## src/rtl/serial_tx_queue_if.sv

```systemverilog
// Handshake and status bundle for serial_tx_queue: a parallel word goes in,
// and the serial bit stream plus queue status come out.
interface serial_tx_queue_if #(
    parameter int WIDTH = 25,
    parameter int DEPTH = 4
);
    logic [WIDTH-1:0]           data;
    logic                       data_valid;
    logic                       data_accept;
    logic                       serial_out;
    logic                       serial_done;
    logic                       busy;
    logic [$clog2(DEPTH+1)-1:0] fifo_count;

    modport master (
        output data,
        output data_valid,
        input  data_accept,
        input  serial_out,
        input  serial_done,
        input  busy,
        input  fifo_count
    );

    modport slave (
        input  data,
        input  data_valid,
        output data_accept,
        output serial_out,
        output serial_done,
        output busy,
        output fifo_count
    );
endinterface

```

## src/rtl/serial_tx_queue.sv

```systemverilog
// Small word FIFO feeding an LSB-first serializer; each frame ends with a
// one-cycle serial_done strobe, and back-to-back frames repeat every WIDTH+1 cycles.
module serial_tx_queue #(
    parameter int WIDTH = 25,
    parameter int DEPTH = 4
) (
    input  logic              fast_clk,
    input  logic              reset,
    serial_tx_queue_if.slave  bus
);
    localparam int PTR_W = $clog2(DEPTH);
    localparam int CNT_W = $clog2(DEPTH + 1);
    localparam int BIT_W = (WIDTH > 1) ? $clog2(WIDTH) : 1;

    typedef enum logic [1:0] {
        IDLE,
        SHIFT,
        DONE
    } state_t;

    state_t           state_q, state_d;
    logic [WIDTH-1:0] mem_q [DEPTH];
    logic [PTR_W-1:0] wr_ptr_q, wr_ptr_d;
    logic [PTR_W-1:0] rd_ptr_q, rd_ptr_d;
    logic [CNT_W-1:0] count_q, count_d;
    logic [WIDTH-1:0] shift_q, shift_d;
    logic [BIT_W-1:0] bit_cnt_q, bit_cnt_d;
    logic             serial_out_q, serial_out_d;
    logic             serial_done_q, serial_done_d;
    logic             busy_q, busy_d;
    logic             push;
    logic             pop;

    // Accept depends only on the registered count, so a slot freed by a
    // same-cycle pop is not offered until the following cycle.
    assign bus.data_accept = (count_q < CNT_W'(DEPTH));
    assign push            = bus.data_valid && bus.data_accept;

    always_comb begin
        state_d   = state_q;
        shift_d   = shift_q;
        bit_cnt_d = bit_cnt_q;
        pop       = 1'b0;

        case (state_q)
            IDLE: begin
                if (count_q != '0) begin
                    pop       = 1'b1;
                    shift_d   = mem_q[rd_ptr_q];
                    bit_cnt_d = '0;
                    state_d   = SHIFT;
                end
            end
            SHIFT: begin
                shift_d   = shift_q >> 1;
                bit_cnt_d = bit_cnt_q + 1'b1;
                if (bit_cnt_q == BIT_W'(WIDTH - 1)) begin
                    state_d = DONE;
                end
            end
            DONE: begin
                if (count_q != '0) begin
                    pop       = 1'b1;
                    shift_d   = mem_q[rd_ptr_q];
                    bit_cnt_d = '0;
                    state_d   = SHIFT;
                end else begin
                    state_d = IDLE;
                end
            end
            default: begin
                state_d = IDLE;
            end
        endcase

        wr_ptr_d = push ? wr_ptr_q + 1'b1 : wr_ptr_q;
        rd_ptr_d = pop  ? rd_ptr_q + 1'b1 : rd_ptr_q;
        count_d  = count_q + CNT_W'(push) - CNT_W'(pop);

        // Outputs are derived from next-state values so they can be registered
        // without adding a cycle of latency.
        serial_out_d  = (state_d == SHIFT) && shift_d[0];
        serial_done_d = (state_d == DONE);
        busy_d        = (state_d != IDLE);
    end

    always_ff @(posedge fast_clk or negedge reset) begin
        if (!reset) begin
            state_q       <= IDLE;
            wr_ptr_q      <= '0;
            rd_ptr_q      <= '0;
            count_q       <= '0;
            shift_q       <= '0;
            bit_cnt_q     <= '0;
            serial_out_q  <= 1'b0;
            serial_done_q <= 1'b0;
            busy_q        <= 1'b0;
        end else begin
            state_q       <= state_d;
            wr_ptr_q      <= wr_ptr_d;
            rd_ptr_q      <= rd_ptr_d;
            count_q       <= count_d;
            shift_q       <= shift_d;
            bit_cnt_q     <= bit_cnt_d;
            serial_out_q  <= serial_out_d;
            serial_done_q <= serial_done_d;
            busy_q        <= busy_d;
        end
    end

    // Storage needs no reset: the pointers and count define which slots are live.
    always_ff @(posedge fast_clk) begin
        if (push) begin
            mem_q[wr_ptr_q] <= bus.data;
        end
    end

    assign bus.serial_out  = serial_out_q;
    assign bus.serial_done = serial_done_q;
    assign bus.busy        = busy_q;
    assign bus.fifo_count  = count_q;
endmodule

```

## src/flat_wrapper.sv

```systemverilog
// flat-port wrapper written by rule: the top's interface ports become plain ports
module serial_tx_queue_flat 
#(
    parameter int WIDTH = 25,
    parameter int DEPTH = 4
)
  (fast_clk, reset, bus_data, bus_data_valid, bus_data_accept, bus_serial_out, bus_serial_done, bus_busy, bus_fifo_count);
  serial_tx_queue_if #(.WIDTH(WIDTH), .DEPTH(DEPTH)) bus_i ();
  input  logic fast_clk;
  input  logic reset;
  input wire logic [$bits(bus_i.data)-1:0] bus_data;
  input wire logic [$bits(bus_i.data_valid)-1:0] bus_data_valid;
  output wire logic [$bits(bus_i.data_accept)-1:0] bus_data_accept;
  output wire logic [$bits(bus_i.serial_out)-1:0] bus_serial_out;
  output wire logic [$bits(bus_i.serial_done)-1:0] bus_serial_done;
  output wire logic [$bits(bus_i.busy)-1:0] bus_busy;
  output wire logic [$bits(bus_i.fifo_count)-1:0] bus_fifo_count;
  assign bus_i.data = bus_data;
  assign bus_i.data_valid = bus_data_valid;
  assign bus_data_accept = bus_i.data_accept;
  assign bus_serial_out = bus_i.serial_out;
  assign bus_serial_done = bus_i.serial_done;
  assign bus_busy = bus_i.busy;
  assign bus_fifo_count = bus_i.fifo_count;
  serial_tx_queue #(.WIDTH(WIDTH), .DEPTH(DEPTH)) u_core (.fast_clk(fast_clk), .reset(reset), .bus(bus_i));
endmodule
```

## config.mk

```make
export PLATFORM = sky130hd
export DESIGN_NAME = serial_tx_queue_flat
export DESIGN_NICKNAME = d
export VERILOG_FILES = /design/src/rtl/serial_tx_queue_if.sv /design/src/rtl/serial_tx_queue.sv /design/src/flat_wrapper.sv
export SDC_FILE = /design/constraint.sdc
export NUM_CORES = 1
export LEC_CHECK = 0
export BUFFER_PORTS_ARGS = -buffer_cell sky130_fd_sc_hd__buf_2
export CAP_MARGIN = 30
export CORE_AREA = 10 10 122 124
export DETAILED_ROUTE_END_ITERATION = 10
export DIE_AREA = 0 0 132 134
export HOLD_SLACK_MARGIN = 0.02
export REMOVE_ABC_BUFFERS = 1
export SYNTH_ARGS = -nofsm -noshare
export SYNTH_HDL_FRONTEND = slang
export SYNTH_SLANG_ARGS = --single-unit
```

## constraint.sdc

```tcl
create_clock -name fast_clk -period 1.9 [get_ports fast_clk]
set_clock_uncertainty 0.1 [all_clocks]
set_input_delay 0.285 -clock fast_clk [delete_from_list [all_inputs] [get_ports fast_clk]]
set_output_delay 0.285 -clock fast_clk [all_outputs]
set_load 0.05 [all_outputs]
```

Yosys cells after proc, flatten, opt, wreduce, memory -nomap -nowiden:

Memories as Yosys holds them, arrays and structs flattened.
Index checks and enable logic that the tools add are counted.

* add/sub/neg operators: 5
* reductions and logical operators: 8
* mux-type cells: 12
* eq/ne operators: 6
* order comparisons: 1

Operators by type and width (number)
* one-hot mux 25 bit (2 select lines): 1
* 2-to-1 mux 25 bit: 1
* one-hot mux 5 bit (2 select lines): 1
* one-hot mux 2 bit (3 select lines): 1
* adder 5 x 1 -> 5 bit, second input constant: 1
* equality test 5 bit, second input constant: 1
* 2-to-1 mux 1 bit: 5
* 2-to-1 mux 5 bit: 1
* adder 2 x 1 -> 2 bit, second input constant: 2
* equality test 2 x 1 -> 1 bit, second input constant: 2
* equality test 2 bit, second input constant: 2
* 2-to-1 mux 2 bit: 2
* nonzero test 2 bit: 2
* adder 3 x 1 -> 3 bit: 1
* < comparator 3 bit, second input constant: 1
* nonzero test 3 bit: 1
* subtractor 3 x 1 -> 3 bit: 1
* logical AND 1 bit: 2
* zero test 2 bit: 1
* != test 2 x 1 -> 1 bit, second input constant: 1
* AND reduction 2 bit: 1
* OR reduction 2 bit: 1

* logic and storage cells: 43
* bits in writable memories: 100
* output and inout port bits: 7
* bits in registers: 42
* memories: 1

Memory list
* u_core.mem_q: words 4, width 25, read ports 1, clocked after Yosys merged registers in 0, write ports 1, RTL line serial_tx_queue.sv:22 `logic [WIDTH-1:0] mem_q [DEPTH];`

Depth between registers and ports, before layout:

Gate-level depths: netlist (run 1).

* word-level depth: 5
* mapped depth: 9
* mapped depth without buffers: 9

Least setup slack after synthesis (run 1):

Ideal clock, no wire load.

* path kind: register to register
* start: register u_core.count_q[1] (netlist: u_core.bus.fifo_count[1])
* end: register u_core.count_q[2] (netlist: u_core.bus.fifo_count[2])
* path buffers: 0
* setup slack: -572 ps
* setup time: 145 ps
* stages on the path, launching flop included: 10
* arrival: 2227 ps
* data required time: 1655 ps
* cell sequence: dfrtp_1 > nor3_1 > nor2_1 > ha_1 > inv_1 > ha_1 > inv_1 > fa_1 > xnor2_1 > xnor2_1

* word-level cells in the longest chain between the ends: 4
* elaborated cells on any way between the ends: 7
* classes of those cells: add/sub (2); order compare (1); mux (2); reduce/logical (2)

Ends and longest elaborated chain
* start: declaration: RTL line serial_tx_queue.sv:25 `logic [CNT_W-1:0] count_q, count_d;`
* start signal: assignment: RTL line serial_tx_queue.sv:102 `count_q <= count_d;`
* nonzero test 3 bit: RTL line serial_tx_queue.sv:47, serial_tx_queue.sv:62
* 2-to-1 mux 1 bit: RTL line serial_tx_queue.sv:47, serial_tx_queue.sv:62
* 2-to-1 mux 1 bit
* via u_core.pop: RTL line serial_tx_queue.sv:32 `logic pop;`
* subtractor 3 x 1 -> 3 bit: RTL line serial_tx_queue.sv:78 `count_d = count_q + CNT_W'(push) - CNT_W'(pop);`
* via u_core.count_d[2]: RTL line serial_tx_queue.sv:25

The timed path passes the listed nets, and every way through them passes these cells.
A chain may end at the register's enable or synchronous reset.

Final worst setup path (run 1):

* start: register u_core.count_q[2] (netlist: u_core.bus.fifo_count[2])
* end: register u_core.count_q[2] (netlist: u_core.bus.fifo_count[2])

Same word-level chain as after synthesis.

==> results of run 1 <==
worst max-delay path, stage by stage (launching register included):
cell	delay, ps
dfrtp_1	380
nor3_2	200
nor2_2	60
ha_1	260
inv_1	60
ha_1	120
inv_1	50
fa_2	340
xnor2_2	140
xnor2_1	120
per-stage QoR:
step                hold slack (ps)  TNS, ps  instances  cell area [µm²]  setup slack (ps)
floorplan                      -111   -41430        273             5420              -573
global placement                174    -56.6        507             6130             -56.6
detailed placement              182     -113        507             6130              -113
CTS                             199     -108        567             7080             -74.3
global route                    213     -804        582             7350              -161
finish                          208    -71.0        582             7350             -49.9
logic make-up (layout without fill, tap and decap cells):
family          count (synthesis)  after routing  share of synthesized area [%]
xor+xnor                        6              6                          0.948
fa+ha+maj                       9              9                           2.17
buf+inv                        29            148                           2.96
compound gates                 35             35                           5.80
flops                         141            141                           72.7
mux                            25             25                           10.6
simple gates                   46             46                           4.79
how the worst max path moves through the flow:
stage | startpoint | end | cells after the start
5_1_grt | u_core.bus.fifo_count[2] | u_core.bus.fifo_count[2] | 9
6_report | u_core.bus.fifo_count[2] | u_core.bus.fifo_count[2] | 9
2_1_floorplan | u_core.bus.fifo_count[1] | u_core.bus.fifo_count[2] | 9
3_3_place_gp | u_core.bus.fifo_count[1] | u_core.bus.fifo_count[2] | 9
4_1_cts | u_core.bus.fifo_count[1] | u_core.bus.fifo_count[2] | 9
3_5_place_dp | u_core.bus.fifo_count[1] | u_core.bus.fifo_count[2] | 9
layer usage:
metal | track usage, % | wire length [µm] | up-vias
li1 | - | - | 1383
met1 | 16.5 | 5020 | 1590
met2 | 20.8 | 5790 | 61
met3 | 3.51 | 458 | 13
met4 | 6.49 | 183 | 0
met5 | 0 | 0 | -
where the power goes:
group | internal (mW) | total, mW | switching, mW | leakage (nW)
registers | 4.07 | 4.43 | 0.361 | 1.40
logic | 2.32 | 4.37 | 2.05 | 1.16
clock network | 2.27 | 3.48 | 1.21 | 0.301
total | 8.65 | 12.3 | 3.62 | 2.86
state kept, by name, summed over array words and instances (netlist names):
| signal | count |
|---|---|
| u_core.bus.serial_done | 1 |
| u_core.bus.serial_out | 1 |
| u_core.bus.busy | 1 |
| u_core.wr_ptr_q | 2 |
| u_core.state_q | 2 |
| u_core.shift_q | 24 |
| u_core.bus.fifo_count | 3 |
| u_core.mem_q | 100 |
| u_core.bit_cnt_q | 5 |
| u_core.rd_ptr_q | 2 |
repair_timing:
action,4_1_cts,5_1_grt
pin swaps,3,13
gates cloned,1,5
gates resized for setup,5,24
hold buffers,26,0
hold endpoints to repair,119,0
setup endpoints to repair,3,27
buffers inserted,1,10
cell type report:
| class | instances | area [µm²] |
|---|---|---|
| flip-flops and latches | 141 | 4030 |
| multi-input cells | 121 | 1420 |
| well taps | 172 | 215 |
| clock inverters | 10 | 163 |
| inverters | 11 | 41.3 |
| fillers | 951 | 5120 |
| repair buffers | 105 | 1020 |
| clock buffers | 22 | 464 |
cell usage in the layout, fill, tap and decap left out, drive strengths merged:
| master | count |
|---|---|
| mux4 | 25 |
| o21ai | 3 |
| a211o | 1 |
| inv | 12 |
| and3 | 24 |
| and2 | 4 |
| fa | 1 |
| xnor2 | 5 |
| a21o | 1 |
| ha | 8 |
| nand3 | 4 |
| buf | 76 |
| dlygate4sd3 | 26 |
| or3 | 1 |
| nand2b | 1 |
| nand4b | 1 |
| a221o | 23 |
| nor2b | 2 |
| bufinv | 4 |
| o21a | 1 |
| nor3 | 2 |
| clkinv | 3 |
| dfrtp | 41 |
| nor2 | 3 |
| o31ai | 1 |
| a22o | 1 |
| a21oi | 3 |
| nand2 | 4 |
| edfxtp | 100 |
| xor2 | 1 |
| clkinvlp | 2 |
| clkbuf | 25 |
| a32o | 1 |
==> results.ini, run 1 <==
[detailed_routing]
drtIter0Drc = 266
wl_per_cell_um = 19.7
drc = 0
totalWireLength_um = 11500
vias = 3047
vias_per_cell = 5.24
ant_nets = 0
drtPass1Iterations = 4

[clocking]
numCtsBuffers = 17
cts_root_buf = clkbuf_16
cts.htree.levels = 4
tritoncts = done
cts_num_sinks = 141
clock_path_buffers = 2
clock_latency_ps = 420
cts.clk_slew.worst_paths_ps = 50

[floorplan]
core_um2 = 12500
rows = 41
die_area_um2 = 17700
start_util_pct = 44.5
die_h_um = 134
die_w_um = 132
ios = 35

[sta]
maxSlewHeadroom_pct = 66.9
setup_ws_ps = -49.9
worst_pin_slew_ps = 496
fin_crit_sh_pct = 103
hold_viol = 0
rsz0062_at_grt = true
fin_crit_ps = 1950
slew_violations = 0
fmax_mhz = 513
final-setup-viol-count = 4

[setup_path]
start_kind = flop
ff2ff_setup_slack_ps = -50
crit_type = reg2reg
cp_max_fo = 2
cp.required_ps = 2100
arrival_ps = 2150
worstSetupEndpointType = flop
reg2reg_from = u_core.bus.fifo_count[2]
r2r_end = u_core.bus.fifo_count[2]
ff2ff_path_depth = 9

[synth]
synthArstFlopShare_pct = 29.1
yosysTopAreaCell = edfxtp_1
syn_area_um2 = 5540
synth_edf_count = 100
avgSynthCellArea_um2 = 19.0
synth_most_common_cell = edfxtp_1
synthTopCellsByArea = edfxtp_1 54%, dfrtp_1 19%, mux4_2 7.3%, a221o_1 4.2%, mux4_1 3.3%
ys_seq_area_share_pct = 72.7
synth_top_area_share_pct = 54.2
syn_inst = 291
ys_dominant_reg_cell = edfxtp_1
yosys-top-cells-count = 100 x edfxtp_1, 41 x dfrtp_1, 24 x and3_1
yosysUniqueCellTypes = 36
ys_ff_latch = 141
synth-warning-count = 0

[place]
hpwl_um = 6420
place.port_buffers = 34
routabilityCongestion = 0.722

[final_layout]
post-route-util_pct = 58.9
syn2layout_area_growth_pct = 32.6
drive_above_1_share_pct = 35.6
antenna-diode-count = 0
final_nets = 434

[pwr]
p_total_mw = 12.3
p_leak_nw = 2.86
vdd_drop_max_uv = 756
power-per-cell-area_nw_per_um2 = 1670

[global_routing]
grt_first_pass_wirelength_um = 18000
grt_max_degree = 27
overflow = 0
grt_antenna_before_repair = 0
grt_pass1_vias = 3229
grt_use_total_pct = 13.2

[run_status]
status = complete, but fails checks
violations = negative setup slack

[hold_path]
min_from = bus_data_valid
hold-path-endpoint = u_core.bus.fifo_count[0]
min_path_cells = 3
min_path_type = in2reg

[run]
cap_violations = 0

Note: power is estimated with default switching activity, not from simulation.
==> run 2: changes to the inputs <==
--- a/config.mk
+++ b/config.mk
@@ -11,6 +11,7 @@
 export DETAILED_ROUTE_END_ITERATION = 10
 export DIE_AREA = 0 0 132 134
 export HOLD_SLACK_MARGIN = 0.02
+export PLACE_DENSITY = 0.69
 export REMOVE_ABC_BUFFERS = 1
 export SYNTH_ARGS = -nofsm -noshare
 export SYNTH_HDL_FRONTEND = slang
==> run 2 against run 1 <==
Compared with the run above: the flow still finishes with violations (negative setup slack); maximum frequency decreased by 3.1%; critical path depth stayed put; sequential cell count did not move; worst setup slack worse by 62 ps; largest power group unchanged; highest routed layer unchanged.
==> results.ini, run 2 (synthesis results as in run 1) <==
[sta]
slew_violations = 0  ; unchanged
setup_ws_ps = -111  ; -61.6 ps
hold_viol = 0  ; unchanged
maxSlewHeadroom_pct = 78.0  ; +11 points
fmax_mhz = 497  ; -3.1%
fin_crit_sh_pct = 106  ; +3.2 points
fin_crit_ps = 2010  ; +61.6 ps
rsz0062_at_grt = true
finalSetupTns_ps = -341  ; -270 ps
worst_pin_slew_ps = 329  ; -166 ps
final-setup-viol-count = 14  ; +10

[detailed_routing]
wl_per_cell_um = 19.0  ; -3.5%
vias = 2955  ; -3.0%
drtPass1Iterations = 4  ; unchanged
drtIter0Drc = 253  ; -4.9%
vias_per_cell = 5.19  ; -0.80%
totalWireLength_um = 10800  ; -5.7%
drc = 0  ; unchanged
ant_nets = 0  ; unchanged

[final_layout]
final_common_cell = edfxtp_1
syn2layout_area_growth_pct = 26.1
fin_area_um2 = 6990  ; -4.9%
fin_cells = 569  ; -2.2%
final_nets = 421  ; -3.0%
largest_reg_flops = 100  ; unchanged
top_regs = u_core.mem_q (100), u_core.shift_q (24), u_core.bit_cnt_q (5)
top_register = u_core.mem_q
most-common-layout-cells = 100 x edfxtp_1, 41 x dfrtp_1, 34 x buf_2
drive_above_1_share_pct = 29.7  ; -5.9 points
antenna-diode-count = 0  ; unchanged

[clocking]
cts_root_buf = clkbuf_16
clock_latency_ps = 420  ; about the same
tritoncts = done
cts.htree.levels = 4  ; unchanged
numCtsBuffers = 17  ; unchanged
cts_num_sinks = 141  ; unchanged
cts.clk_slew.worst_paths_ps = 50  ; about the same
clock_path_buffers = 2  ; unchanged

[setup_path]
crit_type = reg2reg
cp_max_fo = 2  ; unchanged
cp.required_ps = 2090  ; about the same
worstSetupEndpointType = flop
critical_path.top_delay_family = adder cells
start_kind = flop
crit_buf_inv = 2  ; unchanged
slowest_delay_ps = 390  ; about the same
slowest_stage = dfrtp_1
arrival_ps = 2200  ; +50 ps
worstPathCellList = nor3_2, nor2_2, ha_1, inv_1, ha_1, inv_1, fa_2, xnor2_2, xnor2_1

[pwr]
p_leak_nw = 2.74  ; -4.3%
vdd_drop_max_uv = 829  ; +9.7%
power-per-cell-area_nw_per_um2 = 1610  ; -3.8%

[floorplan]
rows = 41  ; unchanged
start_util_pct = 44.5  ; unchanged
ios = 35  ; unchanged
die_w_um = 132  ; unchanged
core_um2 = 12500  ; unchanged
die_area_um2 = 17700  ; unchanged
die_h_um = 134  ; unchanged

[run_status]
violations = negative setup slack
status = complete, but fails checks

[global_routing]
grt_first_pass_wirelength_um = 18100  ; +0.50%
grt_antenna_before_repair = 0  ; unchanged
grt_max_degree = 42  ; +56%
overflow = 0  ; unchanged
grt_use_total_pct = 13.1  ; -0.11 points
grt_pass1_vias = 3345  ; +3.6%

[place]
dpl-instance-area_um2 = 6130  ; about the same
routabilityCongestion = 0.717  ; -0.76%
dp.cells = 509  ; +0.39%
hpwl_um = 6830  ; +6.4%
place.port_buffers = 34  ; unchanged

[run]
cap_violations = 0  ; unchanged

[hold_path]
min_path_type = in2async

-- run 2: cell count changes in the layout (fill, tap and decap cells not counted), moves of 3 or more --
cell	previous run	this run
and3_1	14	24
and3_4	10	0
buf_6	6	1
buf_12	11	8
clkbuf_16	20	17
clkinv_1	0	3
clkinv_2	2	5
-- run 2: cell type report --
type	count	area [µm²]
fillers	978	5480
flip-flops and latches	141	4030
multi-input cells	121	1370
repair buffers	92	774
clock buffers	18	429
well taps	172	215
clock inverters	14	128
inverters	11	41.3
-- run 2: worst paths after layout --
path / from / endpoint / slack, ps / cells past startpoint
hold / removal: reset / u_core.shift_q[19] / 270 / 3
setup / recovery: u_core.bus.fifo_count[1] / u_core.bus.fifo_count[2] / -110 / 9
max in group asynchronous: reset / u_core.shift_q[12] / 1230 / 3
hold reg to reg: u_core.shift_q[24] / u_core.shift_q[23] / 400 / 1
setup reg to reg: u_core.bus.fifo_count[1] / u_core.bus.fifo_count[2] / -110 / 9
min in group fast_clk: bus_data_valid / u_core.bus.fifo_count[0] / 280 / 3
-- run 2: repair_timing --
item	4_1_cts	5_1_grt
endpoints found under the setup margin	11	25
hold buffers	26	0
setup buffers	2	0
gates resized for setup	3	2
hold endpoints to repair	141	0
pin swaps	5	5
-- run 2: per-stage QoR --
step	worst slack [ps]	hold slack [ps]	total power [mW]	util (%)
after floorplan	-573	-111	6.65	-
after global placement	-52.1	177	7.88	49.2
after detailed placement	-137	176	8.06	49.2
after CTS	-153	255	11.3	56.0
after global routing	-220	293	11.9	56.0
final	-111	266	11.2	56.0
-- run 2: report_power, final --
part	internal (mW)	switching [mW]
sequential	4.06	0.384
clock	1.90	1.20
combinational	1.83	1.85
-- run 2: worst reg2reg max path, stage by stage (launching register included) --
cell and delay, ps:
dfrtp_1 390, nor3_2 200, nor2_2 70, ha_1 290, inv_1 60, ha_1 130, inv_1 50, fa_2 350
xnor2_2 140, xnor2_1 120
-- run 2: layer usage --
metal	routed length (µm)	GRT usage (%)
met5	0	0
met3	593	3.88
met2	5640	21.5
met4	99	6.06
met1	4470	15.5
==> run 3: changes to the inputs <==
--- a/config.mk
+++ b/config.mk
@@ -5,13 +5,14 @@
 export SDC_FILE = /design/constraint.sdc
 export NUM_CORES = 1
 export LEC_CHECK = 0
+export ABC_AREA = 1
 export BUFFER_PORTS_ARGS = -buffer_cell sky130_fd_sc_hd__buf_2
 export CAP_MARGIN = 30
-export CORE_AREA = 10 10 122 124
+export CORE_AREA = 10 10 124 126
 export DETAILED_ROUTE_END_ITERATION = 10
-export DIE_AREA = 0 0 132 134
+export DIE_AREA = 0 0 134 136
 export HOLD_SLACK_MARGIN = 0.02
-export PLACE_DENSITY = 0.69
+export PLACE_DENSITY = 0.66
 export REMOVE_ABC_BUFFERS = 1
 export SYNTH_ARGS = -nofsm -noshare
 export SYNTH_HDL_FRONTEND = slang
==> constraint.sdc (replaced) <==
create_clock -name fast_clk -period 2.4 [get_ports fast_clk]
set_clock_uncertainty 0.1 [all_clocks]
set_input_delay 0.36 -clock fast_clk [delete_from_list [all_inputs] [get_ports fast_clk]]
set_output_delay 0.36 -clock fast_clk [all_outputs]
set_load 0.05 [all_outputs]
==> run 3 against run 2 <==
Compared with the run above: the run now ends clean; non-clock buffer count decreased by 48; routed wire length increased by 3.8%; core utilization fell by 4.3 points; register-to-register slack gained 600 ps; total power fell by 22%; via count up 21%; cell count is 26% higher; combinational power decreased by 36%; design area fell by 3.9%; maximum frequency is 5.2% higher; synthesized cell count rose by 68%; sequential share of layout area up 2.7 points; highest routed layer unchanged.
==> results.ini, run 3 <==
[clocking]
clock_latency_ps = 420  ; about the same
numCtsBuffers = 17  ; unchanged
cts.htree.levels = 4  ; unchanged
tritoncts = done
cts_num_sinks = 142  ; +0.71%
clock_path_buffers = 2  ; unchanged
cts_root_buf = clkbuf_16
post_cts_buffers = 0  ; -2
cts.clk_slew.worst_paths_ps = 60  ; about the same
cts_resized = 0  ; -3

[setup_path]
cp.required_ps = 2600  ; +510 ps
crit_buf_inv = 2  ; unchanged
worstSetupPathDepth = 8  ; -1
crit_start = u_core.bus.fifo_count[1]
start_kind = flop
worstSetupEndpointType = flop
reg2reg_from = u_core.bus.fifo_count[1]
critical_path.top_delay_family = adder cells
ff2ff_setup_slack_ps = 490  ; +600 ps
slowest_stage = dfrtp_1
r2r_end = u_core.bus.fifo_count[2]
ff2ff_path_depth = 8  ; -1
slowest_delay_ps = 450  ; +60 ps
crit_type = reg2reg
worstPathCellList = nor2_4, a21oi_4, ha_1, inv_1, ha_1, inv_1, fa_1, xnor2_1
endpoint = u_core.bus.fifo_count[2]
cp_max_fo = 4  ; +2
arrival_ps = 2110  ; -90 ps

[sta]
setup_ws_ps = 488  ; +600 ps
finalSetupTns_ps = 0  ; +341 ps
slew_violations = 0  ; unchanged
final-setup-viol-count = 0  ; -14
worst_pin_slew_ps = 552  ; +222 ps
fmax_mhz = 523  ; +5.2%
maxSlewHeadroom_pct = 63.2  ; -15 points
fin_crit_ps = 1910  ; -99.8 ps
rsz0062_at_grt = false
fin_crit_sh_pct = 79.7  ; -26 points
hold_viol = 0  ; unchanged

[synth]
ys_dominant_reg_cell = edfxtp_1
syn_inst = 488  ; +68%
yosysTopAreaCell = edfxtp_1
synth_most_common_cell = nand2_1
ys_seq_area_share_pct = 71.0  ; -1.7 points
yosys-top-cells-count = 156 x nand2_1, 100 x edfxtp_1, 98 x nand3_1
synth_top_area_share_pct = 52.6  ; -1.6 points
synth_edf_count = 100  ; unchanged
ys_ff_latch = 142  ; +0.71%
syn_area_um2 = 5710  ; +3.0%
synthArstFlopShare_pct = 29.6  ; +0.50 points
synthTopCellsByArea = edfxtp_1 53%, dfrtp_1 18%, nand2_1 10%, nand3_1 8.6%, ha_1 1.8%
avgSynthCellArea_um2 = 11.7  ; -39%
synth-warning-count = 0  ; unchanged
yosysUniqueCellTypes = 26  ; -28%

[place]
dp.cells = 685  ; +35%
place.port_buffers = 34  ; unchanged
hpwl_um = 6450  ; -5.7%
dp_slack_ps = 489  ; +626 ps
routabilityCongestion = 0.713  ; -0.54%

[floorplan]
ios = 35  ; unchanged
die_area_um2 = 18200  ; +3.0%
die_h_um = 136  ; +1.5%
die_w_um = 134  ; +1.5%
start_util_pct = 44.0  ; -0.47 points
core_um2 = 13000  ; +4.1%
rows = 42  ; +2.4%

[detailed_routing]
totalWireLength_um = 11200  ; +3.8%
wl_per_cell_um = 15.6  ; -18%
vias_per_cell = 4.99  ; -3.8%
ant_nets = 0  ; unchanged
vias = 3586  ; +21%
drtIter0Drc = 220  ; -13%
drc = 0  ; unchanged
drtPass1Iterations = 4  ; unchanged

[pwr]
power-per-cell-area_nw_per_um2 = 1300  ; -19%
vdd_drop_max_uv = 667  ; -20%
p_leak_nw = 2.72  ; -0.72%

[final_layout]
final_common_cell = nand2_1
post-route-util_pct = 51.7  ; -4.3 points
largest_reg_flops = 100  ; unchanged
drive_above_1_share_pct = 15.9  ; -14 points
top_regs = u_core.mem_q (100), u_core.shift_q (25), u_core.bit_cnt_q (5)
top_register = u_core.mem_q
antenna-diode-count = 0  ; unchanged
final_nets = 566  ; +34%
syn2layout_area_growth_pct = 17.6
most-common-layout-cells = 156 x nand2_1, 100 x edfxtp_1, 98 x nand3_1
fin_cells = 718  ; +26%

[global_routing]
grt_first_pass_wirelength_um = 18600  ; +3.1%
grt_antenna_before_repair = 0  ; unchanged
grt_pass1_vias = 3770  ; +13%
grt_max_degree = 53  ; +26%
grt_use_total_pct = 13.1  ; +0.016 points
overflow = 0  ; unchanged

[hold_path]
min_path_type = in2reg

[run_status]
status = finished clean

[run]
cap_violations = 0  ; unchanged

## run 3: area by class of cell
class | instances | area, µm²
fillers | 1133 | 6260
flip-flops and latches | 142 | 4050
multi-input cells | 299 | 1440
clock buffers | 19 | 433
repair buffers | 44 | 248
well taps | 176 | 220
clock inverters | 13 | 219
inverters | 25 | 98.8
## run 3: logic make-up (layout without fill, tap and decap cells)
kind of cell / count (synthesis) / in the layout / synth area share [%]
buf+inv: 47 / 101 / 3.88
compound gates: 14 / 14 / 1.47
fa+ha+maj: 9 / 9 / 2.10
xor+xnor: 7 / 7 / 1.07
simple gates: 269 / 269 / 20.5
flops: 142 / 142 / 71.0
## run 3: timing repair
action                                  in CTS  in global routing
endpoints found under the hold margin       42                  0
hold buffers                                 1                  0
endpoints found under the setup margin       0                  0
## run 3: how the worst min path moves through the flow
stage / from / endpoint / slack, ps / cells past startpoint
3_3_place_gp: reset / u_core.bus.fifo_count[1] / 360 / 2
2_1_floorplan: reset / u_core.bit_cnt_q[0] / -40 / 0
5_1_grt: bus_data[12] / u_core.mem_q[1][12] / 40 / 1
4_1_cts: bus_data[11] / u_core.mem_q[1][11] / 30 / 1
6_report: bus_data[11] / u_core.mem_q[2][11] / 50 / 1
3_5_place_dp: reset / u_core.bus.fifo_count[1] / 370 / 2
## run 3: stage by stage
step	total power, mW	hold slack, ps	cell area [µm²]
finish	8.75	47.3	6720
floorplan	5.18	-35.6	5590
detailed placement	5.92	367	6050
CTS	8.83	30.0	6720
global route	9.32	40.6	6720
global placement	5.82	363	6050
## run 3: where the power goes
group / internal, mW / switching, mW / total, mW
Combinational: 0.717 / 1.64 / 2.36
Clock: 1.94 / 0.958 / 2.89
Sequential: 3.23 / 0.267 / 3.49
## run 3: per-layer routing
layer	vias up	global-route usage, %	share of wire, %
met5	-	0	0
met4	0	5.20	1.7
met3	18	4.17	3.8
met2	72	22.6	51
met1	1761	14.8	43
li1	1735	-	-
